**config.mk**
```make
export PLATFORM = sky130hd
export DESIGN_NAME = fir_sequencer
export DESIGN_NICKNAME = d
export VERILOG_FILES = /design/src/rtl/fir_pkg.sv /design/src/rtl/fir_timeout_counter.sv /design/src/rtl/fir_sequencer.sv
export SDC_FILE = /design/constraint.sdc
export NUM_CORES = 1
export LEC_CHECK = 0
export BUFFER_PORTS_ARGS = -buffer_cell sky130_fd_sc_hd__clkbuf_2
export CAP_MARGIN = 20
export CORE_MARGIN = 1
export CORE_UTILIZATION = 39
export DETAILED_ROUTE_END_ITERATION = 7
export PLACE_DENSITY = 0.75
export SYNTH_ARGS = -nofsm -noshare
export SYNTH_HDL_FRONTEND = slang
export SYNTH_HIERARCHICAL = 1
export SYNTH_SLANG_ARGS = --single-unit
export TNS_END_PERCENT = 100
```
**constraint.sdc**
```tcl
create_clock -name clk -period 3.5 [get_ports clk]
set_input_delay 0.7 -clock clk [delete_from_list [all_inputs] [get_ports clk]]
set_output_delay 0.7 -clock clk [all_outputs]
set_load 0.01 [all_outputs]
```
**src/rtl/fir_pkg.sv**
```systemverilog
// Shared types and defaults for the FIR sequencing controller.
package fir_pkg;

    localparam int DATA_W_DEF   = 32;
    localparam int MAX_TAPS_DEF = 16;

    typedef enum logic [2:0] {
        ST_IDLE,
        ST_LOAD,
        ST_WAIT_LOADED,
        ST_RUN,
        ST_WAIT_RESULT,
        ST_ERROR
    } fir_seq_state_t;

    typedef enum logic [1:0] {
        ERR_NONE       = 2'd0,
        ERR_BAD_TAPS   = 2'd1,
        ERR_LOAD_TO    = 2'd2,
        ERR_RESULT_TO  = 2'd3
    } fir_err_code_t;

endpackage

```
**src/rtl/fir_timeout_counter.sv**
```systemverilog
// Saturating wait counter: expired_o rises TIMEOUT enabled cycles after the last clear.
// Single cycle clear; no handshake, the owner decides when to enable.
module fir_timeout_counter #(
    parameter int TIMEOUT = 64
) (
    input  logic clk,
    input  logic rst,
    input  logic clear_i,
    input  logic enable_i,
    output logic expired_o
);

    localparam int            CW    = $clog2(TIMEOUT + 1);
    localparam logic [CW-1:0] LIMIT = CW'(TIMEOUT);

    logic [CW-1:0] cnt_q;

    always_ff @(posedge clk) begin
        if (rst || clear_i) begin
            cnt_q <= '0;
        end else if (enable_i && !expired_o) begin
            cnt_q <= cnt_q + 1'b1;
        end
    end

    assign expired_o = (cnt_q == LIMIT);

endmodule

```
**src/rtl/fir_sequencer.sv**
```systemverilog
// Configures and streams one FIR datapath: coefficient/sample forwarded 1 cycle after accept,
// result registered 1 cycle after datapath valid; one sample in flight, held until m_ready.
module fir_sequencer
    import fir_pkg::*;
#(
    parameter int MAX_TAPS = MAX_TAPS_DEF,
    parameter int DATA_W   = DATA_W_DEF,
    parameter int TIMEOUT  = 64
) (
    input  logic              clk,
    input  logic              rst,
    input  logic              cfg_start,
    input  logic [31:0]       cfg_tap_count,
    input  logic              cfg_stop,
    input  logic              err_clear,
    input  logic              coeff_in_valid,
    output logic              coeff_in_ready,
    input  logic [DATA_W-1:0] coeff_in_data,
    input  logic              s_valid,
    output logic              s_ready,
    input  logic [DATA_W-1:0] s_data,
    output logic              m_valid,
    input  logic              m_ready,
    output logic [DATA_W-1:0] m_data,
    output logic [31:0]       tap_count,
    output logic              x_data_valid,
    output logic [DATA_W-1:0] x_data,
    output logic              coeff_data_valid,
    output logic [DATA_W-1:0] coeff_data,
    output logic              compute,
    input  logic              coefficient_loading_complete,
    input  logic              output_data_valid,
    input  logic [DATA_W-1:0] output_data,
    output logic              busy,
    output logic              error,
    output logic [1:0]        err_code
);

    fir_seq_state_t    state_q;
    fir_err_code_t     err_q;
    logic [31:0]       tap_q;
    logic [31:0]       coeff_cnt_q;
    logic [DATA_W-1:0] coeff_data_q;
    logic              coeff_vld_q;
    logic [DATA_W-1:0] x_data_q;
    logic              x_vld_q;
    logic [DATA_W-1:0] m_data_q;
    logic              m_valid_q;
    logic              stop_q;
    logic              waiting;
    logic              expired;

    // Clearing whenever we are not waiting gives a fresh count on every wait-state entry.
    assign waiting = (state_q == ST_WAIT_LOADED) || (state_q == ST_WAIT_RESULT);

    fir_timeout_counter #(.TIMEOUT(TIMEOUT)) u_timeout (
        .clk       (clk),
        .rst       (rst),
        .clear_i   (!waiting),
        .enable_i  (waiting),
        .expired_o (expired)
    );

    assign coeff_in_ready   = (state_q == ST_LOAD);
    assign s_ready          = (state_q == ST_RUN) && !m_valid_q && !stop_q;
    assign compute          = (state_q == ST_RUN) || (state_q == ST_WAIT_RESULT);
    assign busy             = (state_q != ST_IDLE);
    assign error            = (state_q == ST_ERROR);
    assign err_code         = err_q;
    assign tap_count        = tap_q;
    assign coeff_data       = coeff_data_q;
    assign coeff_data_valid = coeff_vld_q;
    assign x_data           = x_data_q;
    assign x_data_valid     = x_vld_q;
    assign m_data           = m_data_q;
    assign m_valid          = m_valid_q;

    always_ff @(posedge clk) begin
        if (rst) begin
            state_q      <= ST_IDLE;
            err_q        <= ERR_NONE;
            tap_q        <= '0;
            coeff_cnt_q  <= '0;
            coeff_data_q <= '0;
            coeff_vld_q  <= 1'b0;
            x_data_q     <= '0;
            x_vld_q      <= 1'b0;
            m_data_q     <= '0;
            m_valid_q    <= 1'b0;
            stop_q       <= 1'b0;
        end else begin
            coeff_vld_q <= 1'b0;
            x_vld_q     <= 1'b0;
            if (m_valid_q && m_ready) begin
                m_valid_q <= 1'b0;
            end
            if (cfg_stop && compute) begin
                stop_q <= 1'b1;
            end

            unique case (state_q)
                ST_IDLE: begin
                    if (cfg_start) begin
                        if (cfg_tap_count == 32'd0 || cfg_tap_count > 32'(MAX_TAPS)) begin
                            state_q <= ST_ERROR;
                            err_q   <= ERR_BAD_TAPS;
                        end else begin
                            tap_q       <= cfg_tap_count;
                            coeff_cnt_q <= '0;
                            state_q     <= ST_LOAD;
                        end
                    end
                end
                ST_LOAD: begin
                    if (coeff_in_valid) begin
                        coeff_data_q <= coeff_in_data;
                        coeff_vld_q  <= 1'b1;
                        coeff_cnt_q  <= coeff_cnt_q + 32'd1;
                        if (coeff_cnt_q + 32'd1 == tap_q) begin
                            state_q <= ST_WAIT_LOADED;
                        end
                    end
                end
                ST_WAIT_LOADED: begin
                    if (coefficient_loading_complete) begin
                        state_q <= ST_RUN;
                    end else if (expired) begin
                        state_q <= ST_ERROR;
                        err_q   <= ERR_LOAD_TO;
                    end
                end
                ST_RUN: begin
                    // A pending stop only retires once the last result has been taken.
                    if (stop_q && !m_valid_q) begin
                        state_q <= ST_IDLE;
                        stop_q  <= 1'b0;
                    end else if (s_valid && s_ready) begin
                        x_data_q <= s_data;
                        x_vld_q  <= 1'b1;
                        state_q  <= ST_WAIT_RESULT;
                    end
                end
                ST_WAIT_RESULT: begin
                    if (output_data_valid) begin
                        m_data_q  <= output_data;
                        m_valid_q <= 1'b1;
                        state_q   <= ST_RUN;
                    end else if (expired) begin
                        state_q <= ST_ERROR;
                        err_q   <= ERR_RESULT_TO;
                        stop_q  <= 1'b0;
                    end
                end
                ST_ERROR: begin
                    m_valid_q <= 1'b0;
                    stop_q    <= 1'b0;
                    if (err_clear) begin
                        state_q <= ST_IDLE;
                        err_q   <= ERR_NONE;
                    end
                end
                default: state_q <= ST_IDLE;
            endcase
        end
    end

endmodule

```
==> results of run 1 <==
[logic make-up after synthesis]
kind of cell,after synthesis,synth area share
buf+inv,79,0.0393
simple gates,470,0.290
mux,6,0.00777
xor+xnor,52,0.0587
compound gates,217,0.153
fa+ha+maj,3,0.00476
flops,176,0.447
[cell usage after synthesis, drive strengths merged (4+ instances only)]
cell type  number
nand2         249
dfxtp         176
a21oi         149
clkbuf         63
nor2           61
xnor2          33
o21ai          32
and2           31
nor3           24
nor4           22
nand3          21
nand4          21
xor2           19
inv            12
and3            8
or3             8
nor2b           6
mux2i           5
nand3b          5
a211oi          4
a31oi           4
buf             4
nand2b          4
o2111ai         4
[registers in the layout, summed over array words and instances (netlist names), 2 cells and up]
| register | count |
|---|---|
| coeff_cnt_q | 32 |
| coeff_data | 32 |
| m_data | 32 |
| tap_count | 32 |
| x_data | 32 |
| u_timeout/cnt_q | 7 |
| state_q | 3 |
| err_code | 2 |
[worst max-delay path by stage]
stage	startpoint	endpoint	slack (ns)	depth (start not counted)
floorplan	coeff_cnt_q[0]	state_q[2]	0.86	10
global placement	cfg_start	state_q[2]	0.58	9
detailed placement	coeff_cnt_q[0]	state_q[2]	0.47	9
CTS	coeff_cnt_q[0]	state_q[2]	0.44	9
global route	coeff_cnt_q[0]	state_q[2]	0.13	9
finish	coeff_cnt_q[0]	state_q[2]	0.39	9
[final cells by class]
| cell class | instances | area, um^2 |
|---|---|---|
| Clock buffer | 17 | 425 |
| Fill cell | 1973 | 9560 |
| Inverter | 12 | 45.0 |
| Tap cell | 265 | 332 |
| Multi-Input combinational cell | 748 | 4060 |
| Timing Repair Buffer | 287 | 1500 |
| Sequential cell | 176 | 3520 |
| Clock inverter | 15 | 214 |
[worst max-delay path: stages (launching register included)]
cell and delay (ns):
dfxtp_1 0.48, ha_1 0.32, nand3_2 0.24, nor4_4 0.56, nand4_1 0.27, a22oi_1 0.22
o21ai_0 0.11, a221oi_1 0.21, nand4_1 0.31, a311oi_2 0.31
[metal layers]
| layer | global-route usage | vias up | part of all wire |
|---|---|---|---|
| met1 | 0.253 | 3682 | 0.41 |
| met2 | 0.383 | 282 | 0.51 |
| li1 | - | 3890 | - |
| met5 | 0 | - | 0 |
| met3 | 0.0593 | 41 | 0.063 |
| met4 | 0.0798 | 0 | 0.022 |
[power by group through the flow]
| stage | combinational, mW | sequential (mW) | clock, mW |
|---|---|---|---|
| after floorplan | 0.767 | 2.32 | 0 |
| after global placement | 1.23 | 2.31 | 0 |
| after detailed placement | 1.25 | 2.31 | 0 |
| after CTS | 1.25 | 2.27 | 2.06 |
| after global routing | 1.40 | 2.29 | 2.14 |
| final | 1.26 | 2.27 | 2.01 |
==> impl_metrics.xml, run 1 <==
<?xml version="1.0" encoding="UTF-8"?>
<metrics>
  <group name="global_route">
    <metric name="grt_util_all_layers" unit="">0.218</metric>
    <metric name="vias_in_the_first_global_route" unit="">7160</metric>
    <metric name="pin_count_of_the_biggest_net_entering_global_routing" unit="">76</metric>
    <metric name="antenna_found_initial" unit="">0</metric>
    <metric name="first_pass_grt_wire_length" unit="um">35100</metric>
    <metric name="grt_overflow" unit="">0</metric>
  </group>
  <group name="synthesis">
    <metric name="synth-edff-count" unit="">0</metric>
    <metric name="ys.flop_type" unit="">dfxtp_1</metric>
    <metric name="async_reset_ff_frac" unit="">0</metric>
    <metric name="yosys_warnings" unit="">6</metric>
    <metric name="flops_latches_synth" unit="">176</metric>
    <metric name="seq_area_frac_synth" unit="">0.447</metric>
    <metric name="synth_top_cells_by_area" unit="">dfxtp_1, nand2_1, a21oi_1</metric>
    <metric name="postSynthNetCount" unit="">1144</metric>
    <metric name="syn_inst" unit="">1003</metric>
    <metric name="synth.distinct_cells" unit="">63</metric>
    <metric name="syn-cell-area" unit="um^2">7890</metric>
    <metric name="synthDominantCellAreaShare" unit="">0.447</metric>
    <metric name="avgSynthCellArea" unit="um^2">7.86</metric>
    <metric name="yosys.area.top_type" unit="">dfxtp_1</metric>
  </group>
  <group name="clock_tree">
    <metric name="number_of_sinks_handled_by_clock_tree_synthesis" unit="">176</metric>
    <metric name="clock_tree.htree_level_count" unit="">4</metric>
    <metric name="cts_tree" unit="">built</metric>
    <metric name="clock_tree.buffer_depth" unit="">2</metric>
    <metric name="postCtsResizedCells" unit="">0</metric>
    <metric name="cts_made_buffers" unit="">17</metric>
    <metric name="clockRootBuffer" unit="">clkbuf_16</metric>
    <metric name="clk_pin_slew" unit="ns">0.08</metric>
    <metric name="postCtsSetupBuffers" unit="">0</metric>
    <metric name="worstSkewPairLatency" unit="ns">0.44</metric>
    <metric name="cts_hold_repair.buffers" unit="">0</metric>
  </group>
  <group name="die">
    <metric name="num_rows" unit="">51</metric>
    <metric name="floorplan.die.height" unit="um">144</metric>
    <metric name="die_w" unit="um">144</metric>
    <metric name="coreArea" unit="um^2">19700</metric>
    <metric name="ios" unit="">276</metric>
    <metric name="starting_density_of_the_core" unit="">0.401</metric>
    <metric name="dieArea" unit="um^2">20800</metric>
  </group>
  <group name="pwr">
    <metric name="power.total" unit="mW">5.55</metric>
    <metric name="seq_power_share" unit="">0.410</metric>
    <metric name="swShare" unit="">0.350</metric>
    <metric name="share_comb_of_total_power" unit="">0.228</metric>
    <metric name="switch_pwr" unit="mW">1.94</metric>
    <metric name="internal_power" unit="mW">3.61</metric>
    <metric name="p_clk_frac" unit="">0.362</metric>
    <metric name="static-leakage-power" unit="nW">4.17</metric>
    <metric name="irDropWorstVdd" unit="mV">0.415</metric>
    <metric name="pwr_density_cell" unit="nW/um^2">549</metric>
  </group>
  <group name="placed_design">
    <metric name="dp.cells" unit="">1487</metric>
    <metric name="dp_slack" unit="ns">0.471</metric>
    <metric name="detailed_place.area" unit="um^2">9430</metric>
    <metric name="detailed_place_hpwl" unit="um">16600</metric>
    <metric name="gp_congestion" unit="">0.980</metric>
    <metric name="io_buffers" unit="">275</metric>
  </group>
  <group name="final_layout">
    <metric name="ratio_of_cells_with_drive_above_1_in_the_final_layout" unit="">0.274</metric>
    <metric name="layout.cells.most_common" unit="">clkbuf_2</metric>
    <metric name="final_core_utilization" unit="">0.514</metric>
    <metric name="final_nets" unit="">1383</metric>
    <metric name="diodes" unit="">0</metric>
    <metric name="layout.cells.most_common_list" unit="">clkbuf_2, nand2_1, dfxtp_1</metric>
    <metric name="finished_layout_cell_area" unit="um^2">10100</metric>
    <metric name="area.growth.synth_to_final" unit="%">28.0</metric>
    <metric name="finalNonFillerCells" unit="">1520</metric>
  </group>
  <group name="hold_path">
    <metric name="path_category_of_the_worst_min_delay_check" unit="">register to register</metric>
    <metric name="worstHoldStart" unit="">coeff_data[11]</metric>
    <metric name="min_path_cells" unit="">2</metric>
    <metric name="hold_end" unit="">coeff_data[11]</metric>
  </group>
  <group name="sta">
    <metric name="fin_ws" unit="ns">0.385</metric>
    <metric name="timing.max_slew.rel_slack" unit="">0.464</metric>
    <metric name="finalMaxSlewViolations" unit="">0</metric>
    <metric name="fin_crit_sh" unit="">0.890</metric>
    <metric name="setup_total_negative_slack" unit="ns">0</metric>
    <metric name="fin_worst_hold_slack" unit="ns">0.454</metric>
    <metric name="timing_hold_violations_final" unit="">0</metric>
    <metric name="transition_time_at_the_pin_with_the_least_slew_margin" unit="ns">0.804</metric>
    <metric name="rsz_0062_raised_after_global_routing" unit="">no</metric>
    <metric name="min_period" unit="ns">3.11</metric>
    <metric name="fin_skew" unit="ns">0.0164</metric>
    <metric name="setup-violations-final" unit="">0</metric>
    <metric name="max_freq" unit="MHz">321</metric>
  </group>
  <group name="route">
    <metric name="drtAntennaViolNets" unit="">0</metric>
    <metric name="drt-initial-drc-count" unit="">480</metric>
    <metric name="drt_drc_violations_left" unit="">0</metric>
    <metric name="routedWlPerCell" unit="um">15.3</metric>
    <metric name="wl" unit="um">23200</metric>
    <metric name="avgViaCountPerCell" unit="">5.19</metric>
    <metric name="drt_first_pass_iters" unit="">7</metric>
    <metric name="route.vias.total" unit="">7895</metric>
  </group>
  <group name="setup_path">
    <metric name="timing.critical_path.from_type" unit="">register</metric>
    <metric name="cp_data_arrival_time" unit="ns">3.46</metric>
    <metric name="largest_fanout_on_the_critical_path" unit="">10</metric>
    <metric name="critical_path.reg2reg.startpoint" unit="">coeff_cnt_q[0]</metric>
    <metric name="critPathCaptureType" unit="">register</metric>
    <metric name="cp_data_required_time" unit="ns">3.85</metric>
    <metric name="worst_r2r_path_depth" unit="">9</metric>
    <metric name="worst_r2r_endpoint" unit="">state_q[2]</metric>
    <metric name="critical_path_class" unit="">register to register</metric>
    <metric name="register_to_register_path_setup_slack" unit="ns">0.39</metric>
  </group>
  <group name="outcome">
    <metric name="outcome" unit="">complete, no violations</metric>
  </group>
  <group name="job">
    <metric name="max_cap_violations" unit="">0</metric>
  </group>
</metrics>
(Power assumes the default switching activity.)
==> run 2, diff against run 1 <==
--- a/config.mk
+++ b/config.mk
@@ -8,8 +8,10 @@
 export BUFFER_PORTS_ARGS = -buffer_cell sky130_fd_sc_hd__clkbuf_2
 export CAP_MARGIN = 20
+export CELL_PAD_IN_SITES_DETAIL_PLACEMENT = 1
+export CELL_PAD_IN_SITES_GLOBAL_PLACEMENT = 2
 export CORE_MARGIN = 1
-export CORE_UTILIZATION = 39
+export CORE_UTILIZATION = 28
 export DETAILED_ROUTE_END_ITERATION = 7
-export PLACE_DENSITY = 0.75
+export PLACE_DENSITY = 0.91
 export SYNTH_ARGS = -nofsm -noshare
 export SYNTH_HDL_FRONTEND = slang
==> constraint.sdc (replaced) <==
create_clock -name clk -period 3.5 [get_ports clk]
set_input_delay 1.05 -clock clk [delete_from_list [all_inputs] [get_ports clk]]
set_output_delay 1.05 -clock clk [all_outputs]
set_load 0.01 [all_outputs]
==> run 2 against run 1 <==
Effect of this change:
- total power about the same
- critical endpoint unchanged
- sequential share of layout area decreased by 0.53 points
- clock-buffer cell count unchanged
- hold slack better by 0.0029 ns
==> impl_metrics.xml, run 2 (same netlist as run 1, synthesis figures left out) <==
<?xml version="1.0" encoding="UTF-8"?>
<metrics>
  <group name="outcome">
    <metric name="outcome" unit="">complete, no violations</metric>
  </group>
  <group name="pwr">
    <metric name="irDropWorstVdd" unit="mV">0.315</metric>
    <metric name="static-leakage-power" unit="nW">4.18</metric>
    <metric name="pwr_density_cell" unit="nW/um^2">541</metric>
  </group>
  <group name="setup_path">
    <metric name="cp_data_arrival_time" unit="ns">3.38</metric>
    <metric name="timing.critical_path.from_type" unit="">register</metric>
    <metric name="largest_fanout_on_the_critical_path" unit="">7</metric>
    <metric name="cp_data_required_time" unit="ns">3.85</metric>
    <metric name="critPathCaptureType" unit="">register</metric>
    <metric name="critical_path_class" unit="">register to register</metric>
  </group>
  <group name="final_layout">
    <metric name="final_nets" unit="">1391</metric>
    <metric name="layout.cells.most_common" unit="">clkbuf_2</metric>
    <metric name="fillers" unit="">3484</metric>
    <metric name="ratio_of_cells_with_drive_above_1_in_the_final_layout" unit="">0.279</metric>
    <metric name="finished_layout_cell_area" unit="um^2">10300</metric>
    <metric name="layout.cells.most_common_list" unit="">clkbuf_2, nand2_1, dfxtp_1</metric>
    <metric name="finalNonFillerCells" unit="">1642</metric>
    <metric name="final_core_utilization" unit="">0.369</metric>
    <metric name="area.growth.synth_to_final" unit="%">30.0</metric>
  </group>
  <group name="route">
    <metric name="drt_drc_violations_left" unit="">0</metric>
    <metric name="avgViaCountPerCell" unit="">4.83</metric>
    <metric name="route.vias.total" unit="">7937</metric>
    <metric name="drt-initial-drc-count" unit="">229</metric>
    <metric name="drtAntennaViolNets" unit="">0</metric>
    <metric name="wl" unit="um">26700</metric>
    <metric name="routedWlPerCell" unit="um">16.3</metric>
    <metric name="drt_first_pass_iters" unit="">6</metric>
  </group>
  <group name="sta">
    <metric name="finalMaxSlewViolations" unit="">0</metric>
    <metric name="setup-violations-final" unit="">0</metric>
    <metric name="fin_crit_sh" unit="">0.865</metric>
    <metric name="min_period" unit="ns">3.03</metric>
    <metric name="fin_ws" unit="ns">0.473</metric>
    <metric name="timing_hold_violations_final" unit="">0</metric>
    <metric name="fin_skew" unit="ns">0.0133</metric>
    <metric name="rsz_0062_raised_after_global_routing" unit="">no</metric>
    <metric name="timing.max_slew.rel_slack" unit="">0.476</metric>
    <metric name="setup_total_negative_slack" unit="ns">0</metric>
    <metric name="transition_time_at_the_pin_with_the_least_slew_margin" unit="ns">0.778</metric>
    <metric name="max_freq" unit="MHz">330</metric>
  </group>
  <group name="placed_design">
    <metric name="gp_congestion" unit="">0.838</metric>
    <metric name="detailed_place.area" unit="um^2">9640</metric>
    <metric name="dp.cells" unit="">1609</metric>
    <metric name="dp_slack" unit="ns">0.224</metric>
    <metric name="io_buffers" unit="">275</metric>
    <metric name="detailed_place_hpwl" unit="um">19400</metric>
  </group>
  <group name="job">
    <metric name="max_cap_violations" unit="">0</metric>
  </group>
  <group name="global_route">
    <metric name="pin_count_of_the_biggest_net_entering_global_routing" unit="">74</metric>
    <metric name="grt_util_all_layers" unit="">0.186</metric>
    <metric name="grt_overflow" unit="">0</metric>
    <metric name="vias_in_the_first_global_route" unit="">8009</metric>
    <metric name="antenna_found_initial" unit="">3</metric>
    <metric name="first_pass_grt_wire_length" unit="um">42200</metric>
  </group>
  <group name="clock_tree">
    <metric name="clock_tree.htree_level_count" unit="">4</metric>
    <metric name="cts_made_buffers" unit="">17</metric>
    <metric name="clk_pin_slew" unit="ns">0.08</metric>
    <metric name="clock_tree.buffer_depth" unit="">2</metric>
    <metric name="number_of_sinks_handled_by_clock_tree_synthesis" unit="">176</metric>
    <metric name="clockRootBuffer" unit="">clkbuf_16</metric>
    <metric name="cts_tree" unit="">built</metric>
    <metric name="cts_hold_repair.buffers" unit="">0</metric>
    <metric name="postCtsResizedCells" unit="">0</metric>
    <metric name="postCtsSetupBuffers" unit="">0</metric>
    <metric name="worstSkewPairLatency" unit="ns">0.45</metric>
  </group>
  <group name="die">
    <metric name="die_w" unit="um">170</metric>
    <metric name="num_rows" unit="">61</metric>
    <metric name="floorplan.die.height" unit="um">170</metric>
    <metric name="ios" unit="">276</metric>
    <metric name="starting_density_of_the_core" unit="">0.284</metric>
    <metric name="dieArea" unit="um^2">28800</metric>
    <metric name="coreArea" unit="um^2">27800</metric>
  </group>
  <group name="hold_path">
    <metric name="path_category_of_the_worst_min_delay_check" unit="">register to register</metric>
  </group>
</metrics>
==> run 2: path summary, 6_finish.rpt <==
check | slack (ns) | cells after the start | start | endpoint
worst max-delay path | 0.47 | 9 | coeff_cnt_q[0] | state_q[2]
worst min register to register | 0.46 | 2 | x_data[25] | x_data[25]
worst min-delay path | 0.46 | 2 | x_data[25] | x_data[25]
worst max register to register | 0.47 | 9 | coeff_cnt_q[0] | state_q[2]
==> run 2: final cells by class <==
class | count | area (um^2) | area share
Multi-Input combinational cell | 748 | 4060 | 0.396
Sequential cell | 176 | 3520 | 0.344
Timing Repair Buffer | 295 | 1540 | 0.150
Tap cell | 378 | 473 | 0.0461
Clock buffer | 17 | 425 | 0.0415
Clock inverter | 15 | 185 | 0.0181
Inverter | 12 | 45.0 | 0.00439
Antenna cell | 1 | 2.50 | 0.000244
==> run 2: stage by stage <==
| stage | power, mW | hold slack, ns |
|---|---|---|
| after floorplan | 3.09 | 0.457 |
| after global placement | 3.59 | 0.441 |
| after detailed placement | 3.63 | 0.447 |
| after CTS | 5.65 | 0.460 |
| after global routing | 5.87 | 0.475 |
| final | 5.55 | 0.457 |
==> run 2: worst max-delay path: stages, from the launching register on <==
cell       delay (ns)
dfxtp_1          0.47
ha_1             0.31
nand3_2          0.21
nor4_1           0.75
xnor2_1          0.15
a21oi_1          0.18
o2111ai_1        0.15
nor4_2           0.16
nand4_1          0.26
a311oi_2         0.30
==> run 2: metal layers <==
layer / track usage / wire, um / share of wire
met5: 0 / 13 / 0.00049
met4: 0.0611 / 553 / 0.021
met3: 0.0560 / 1730 / 0.065
met2: 0.325 / 13100 / 0.49
met1: 0.216 / 11300 / 0.42
==> run 2: power by group <==
part	internal (mW)	switching [mW]
Clock	0.976	1.00
Sequential	2.14	0.133
Combinational	0.461	0.830
Total	3.58	1.97
==> run 3, diff against run 2 <==
CORE_MARGIN = 3   (was 1)
==> run 3 against run 2 <==
Effect of this change:
- clock power about the same
- critical endpoint unchanged
- non-clock buffer count increased by 1
- combinational power about the same
- largest power group unchanged
- first-iteration DRC count increased by 51%
- critical path depth increased by 1
- clock skew increased by 0.0016 ns
- register-to-register slack got worse by 0.12 ns
- maximum frequency decreased by 3.7%
- largest cell class unchanged
- die area increased by 4.8%
- wire length increased by 2.2%
==> impl_metrics.xml, run 3 (same netlist as run 1, synthesis figures left out) <==
<?xml version="1.0" encoding="UTF-8"?>
<metrics>
  <group name="clock_tree">
    <metric name="cts_tree" unit="">built</metric>
    <metric name="cts_made_buffers" unit="">17</metric>
    <metric name="worstSkewPairLatency" unit="ns">0.44</metric>
    <metric name="clock_tree.buffer_depth" unit="">2</metric>
    <metric name="number_of_sinks_handled_by_clock_tree_synthesis" unit="">176</metric>
    <metric name="clock_tree.htree_level_count" unit="">4</metric>
    <metric name="clk_pin_slew" unit="ns">0.08</metric>
    <metric name="postCtsSetupBuffers" unit="">0</metric>
    <metric name="clockRootBuffer" unit="">clkbuf_16</metric>
    <metric name="cts_hold_repair.buffers" unit="">0</metric>
    <metric name="postCtsResizedCells" unit="">0</metric>
  </group>
  <group name="global_route">
    <metric name="antenna_found_initial" unit="">2</metric>
    <metric name="vias_in_the_first_global_route" unit="">8279</metric>
    <metric name="first_pass_grt_wire_length" unit="um">43800</metric>
    <metric name="grt_util_all_layers" unit="">0.177</metric>
    <metric name="pin_count_of_the_biggest_net_entering_global_routing" unit="">73</metric>
    <metric name="grt_overflow" unit="">0</metric>
  </group>
  <group name="sta">
    <metric name="setup-violations-final" unit="">0</metric>
    <metric name="fin_crit_sh" unit="">0.898</metric>
    <metric name="transition_time_at_the_pin_with_the_least_slew_margin" unit="ns">0.655</metric>
    <metric name="setup_total_negative_slack" unit="ns">0</metric>
    <metric name="finalMaxSlewViolations" unit="">0</metric>
    <metric name="timing_hold_violations_final" unit="">0</metric>
    <metric name="rsz_0062_raised_after_global_routing" unit="">no</metric>
    <metric name="timing.max_slew.rel_slack" unit="">0.562</metric>
    <metric name="max_freq" unit="MHz">318</metric>
    <metric name="min_period" unit="ns">3.14</metric>
    <metric name="fin_skew" unit="ns">0.0149</metric>
  </group>
  <group name="setup_path">
    <metric name="cp_data_arrival_time" unit="ns">3.49</metric>
    <metric name="critical_path_class" unit="">register to register</metric>
    <metric name="slowest_delay" unit="ns">0.56</metric>
    <metric name="worst_r2r_path_depth" unit="">10</metric>
    <metric name="cp_cell_sequence" unit="">ha_1 &gt; nand3_2 &gt; buf_4 &gt; nor4_1 &gt; xnor2_1 &gt; a21oi_1 &gt; o2111ai_1 &gt; nor4_2 &gt; nand4_1 &gt; a311oi_2</metric>
    <metric name="timing.critical_path.from_type" unit="">register</metric>
    <metric name="crit_slowest_cell" unit="">nor4_1</metric>
    <metric name="critPathCaptureType" unit="">register</metric>
    <metric name="cp_data_required_time" unit="ns">3.84</metric>
    <metric name="largest_fanout_on_the_critical_path" unit="">6</metric>
  </group>
  <group name="route">
    <metric name="drt_drc_violations_left" unit="">0</metric>
    <metric name="drtAntennaViolNets" unit="">0</metric>
    <metric name="drt-initial-drc-count" unit="">345</metric>
    <metric name="avgViaCountPerCell" unit="">4.84</metric>
    <metric name="routedWlPerCell" unit="um">16.7</metric>
    <metric name="drt_first_pass_iters" unit="">5</metric>
    <metric name="wl" unit="um">27300</metric>
    <metric name="route.vias.total" unit="">7920</metric>
  </group>
  <group name="pwr">
    <metric name="power.total" unit="mW">5.56</metric>
    <metric name="pwr_density_cell" unit="nW/um^2">542</metric>
    <metric name="static-leakage-power" unit="nW">4.19</metric>
    <metric name="irDropWorstVdd" unit="mV">0.266</metric>
  </group>
  <group name="final_layout">
    <metric name="ratio_of_cells_with_drive_above_1_in_the_final_layout" unit="">0.279</metric>
    <metric name="finished_layout_cell_area" unit="um^2">10300</metric>
    <metric name="layout.cells.most_common" unit="">clkbuf_2</metric>
    <metric name="diodes" unit="">0</metric>
    <metric name="area.growth.synth_to_final" unit="%">30.0</metric>
    <metric name="layout.cells.most_common_list" unit="">clkbuf_2, nand2_1, dfxtp_1</metric>
    <metric name="regArea" unit="um^2">3520</metric>
    <metric name="multi_input_area" unit="um^2">4060</metric>
    <metric name="fillers" unit="">3403</metric>
    <metric name="final_nets" unit="">1392</metric>
  </group>
  <group name="placed_design">
    <metric name="io_buffers" unit="">275</metric>
    <metric name="detailed_place_hpwl" unit="um">20000</metric>
    <metric name="detailed_place.area" unit="um^2">9640</metric>
    <metric name="gp_congestion" unit="">0.807</metric>
  </group>
  <group name="hold_path">
    <metric name="min_path_cells" unit="">2</metric>
    <metric name="path_category_of_the_worst_min_delay_check" unit="">register to register</metric>
  </group>
  <group name="die">
    <metric name="floorplan.die.height" unit="um">174</metric>
    <metric name="dieArea" unit="um^2">30200</metric>
    <metric name="coreArea" unit="um^2">27300</metric>
    <metric name="die_w" unit="um">174</metric>
    <metric name="starting_density_of_the_core" unit="">0.289</metric>
    <metric name="num_rows" unit="">60</metric>
    <metric name="ios" unit="">276</metric>
  </group>
  <group name="outcome">
    <metric name="outcome" unit="">complete, no violations</metric>
  </group>
  <group name="job">
    <metric name="max_cap_violations" unit="">0</metric>
  </group>
</metrics>
## run 3: layout make-up
cell class              count  area share
flip-flops and latches    176       0.344
multi-input cells         748       0.396
clock buffers              17      0.0415
clock inverters            15      0.0185
inverters                  12     0.00439
repair buffers            296       0.151
well taps                 372      0.0454
## run 3: where the power goes
group,internal (mW),total [mW],switching [mW]
Sequential,2.14,2.27,0.129
Clock,1.03,1.99,0.954
Combinational,0.469,1.30,0.830
## run 3: routing by layer
layer	part of all wire	wire, um	track usage	vias up
met5	0.00077	21	0	-
met4	0.021	571	0.0513	4
met3	0.068	1860	0.0563	40
met2	0.49	13500	0.312	227
met1	0.42	11400	0.207	3749
li1	-	-	-	3900
## run 3: through the flow
stage,util,cells,setup slack (ns),hold WS [ns]
final,0.375,1636,0.356,0.454
after floorplan,-,1003,0.566,0.457
after detailed placement,0.353,1604,0.168,0.446
after global placement,0.353,1604,0.228,0.441
after global routing,0.375,1636,0.148,0.477
after CTS,0.375,1636,0.370,0.456
## run 3: final timing paths
kind,startpoint,to,slack (ns)
max,coeff_cnt_q[1],state_q[2],0.36
min,x_data[8],x_data[8],0.45
max reg2reg,coeff_cnt_q[1],state_q[2],0.36
min reg2reg,x_data[8],x_data[8],0.45
## run 3: critical path, delay by kind of cell, from the launching register on
family | cells | cell delay (ns)
simple gates | 4 | 1.24
compound gates | 3 | 0.67
flops | 1 | 0.44
fa+ha+maj | 1 | 0.31
buf+inv | 1 | 0.22
xor+xnor | 1 | 0.17
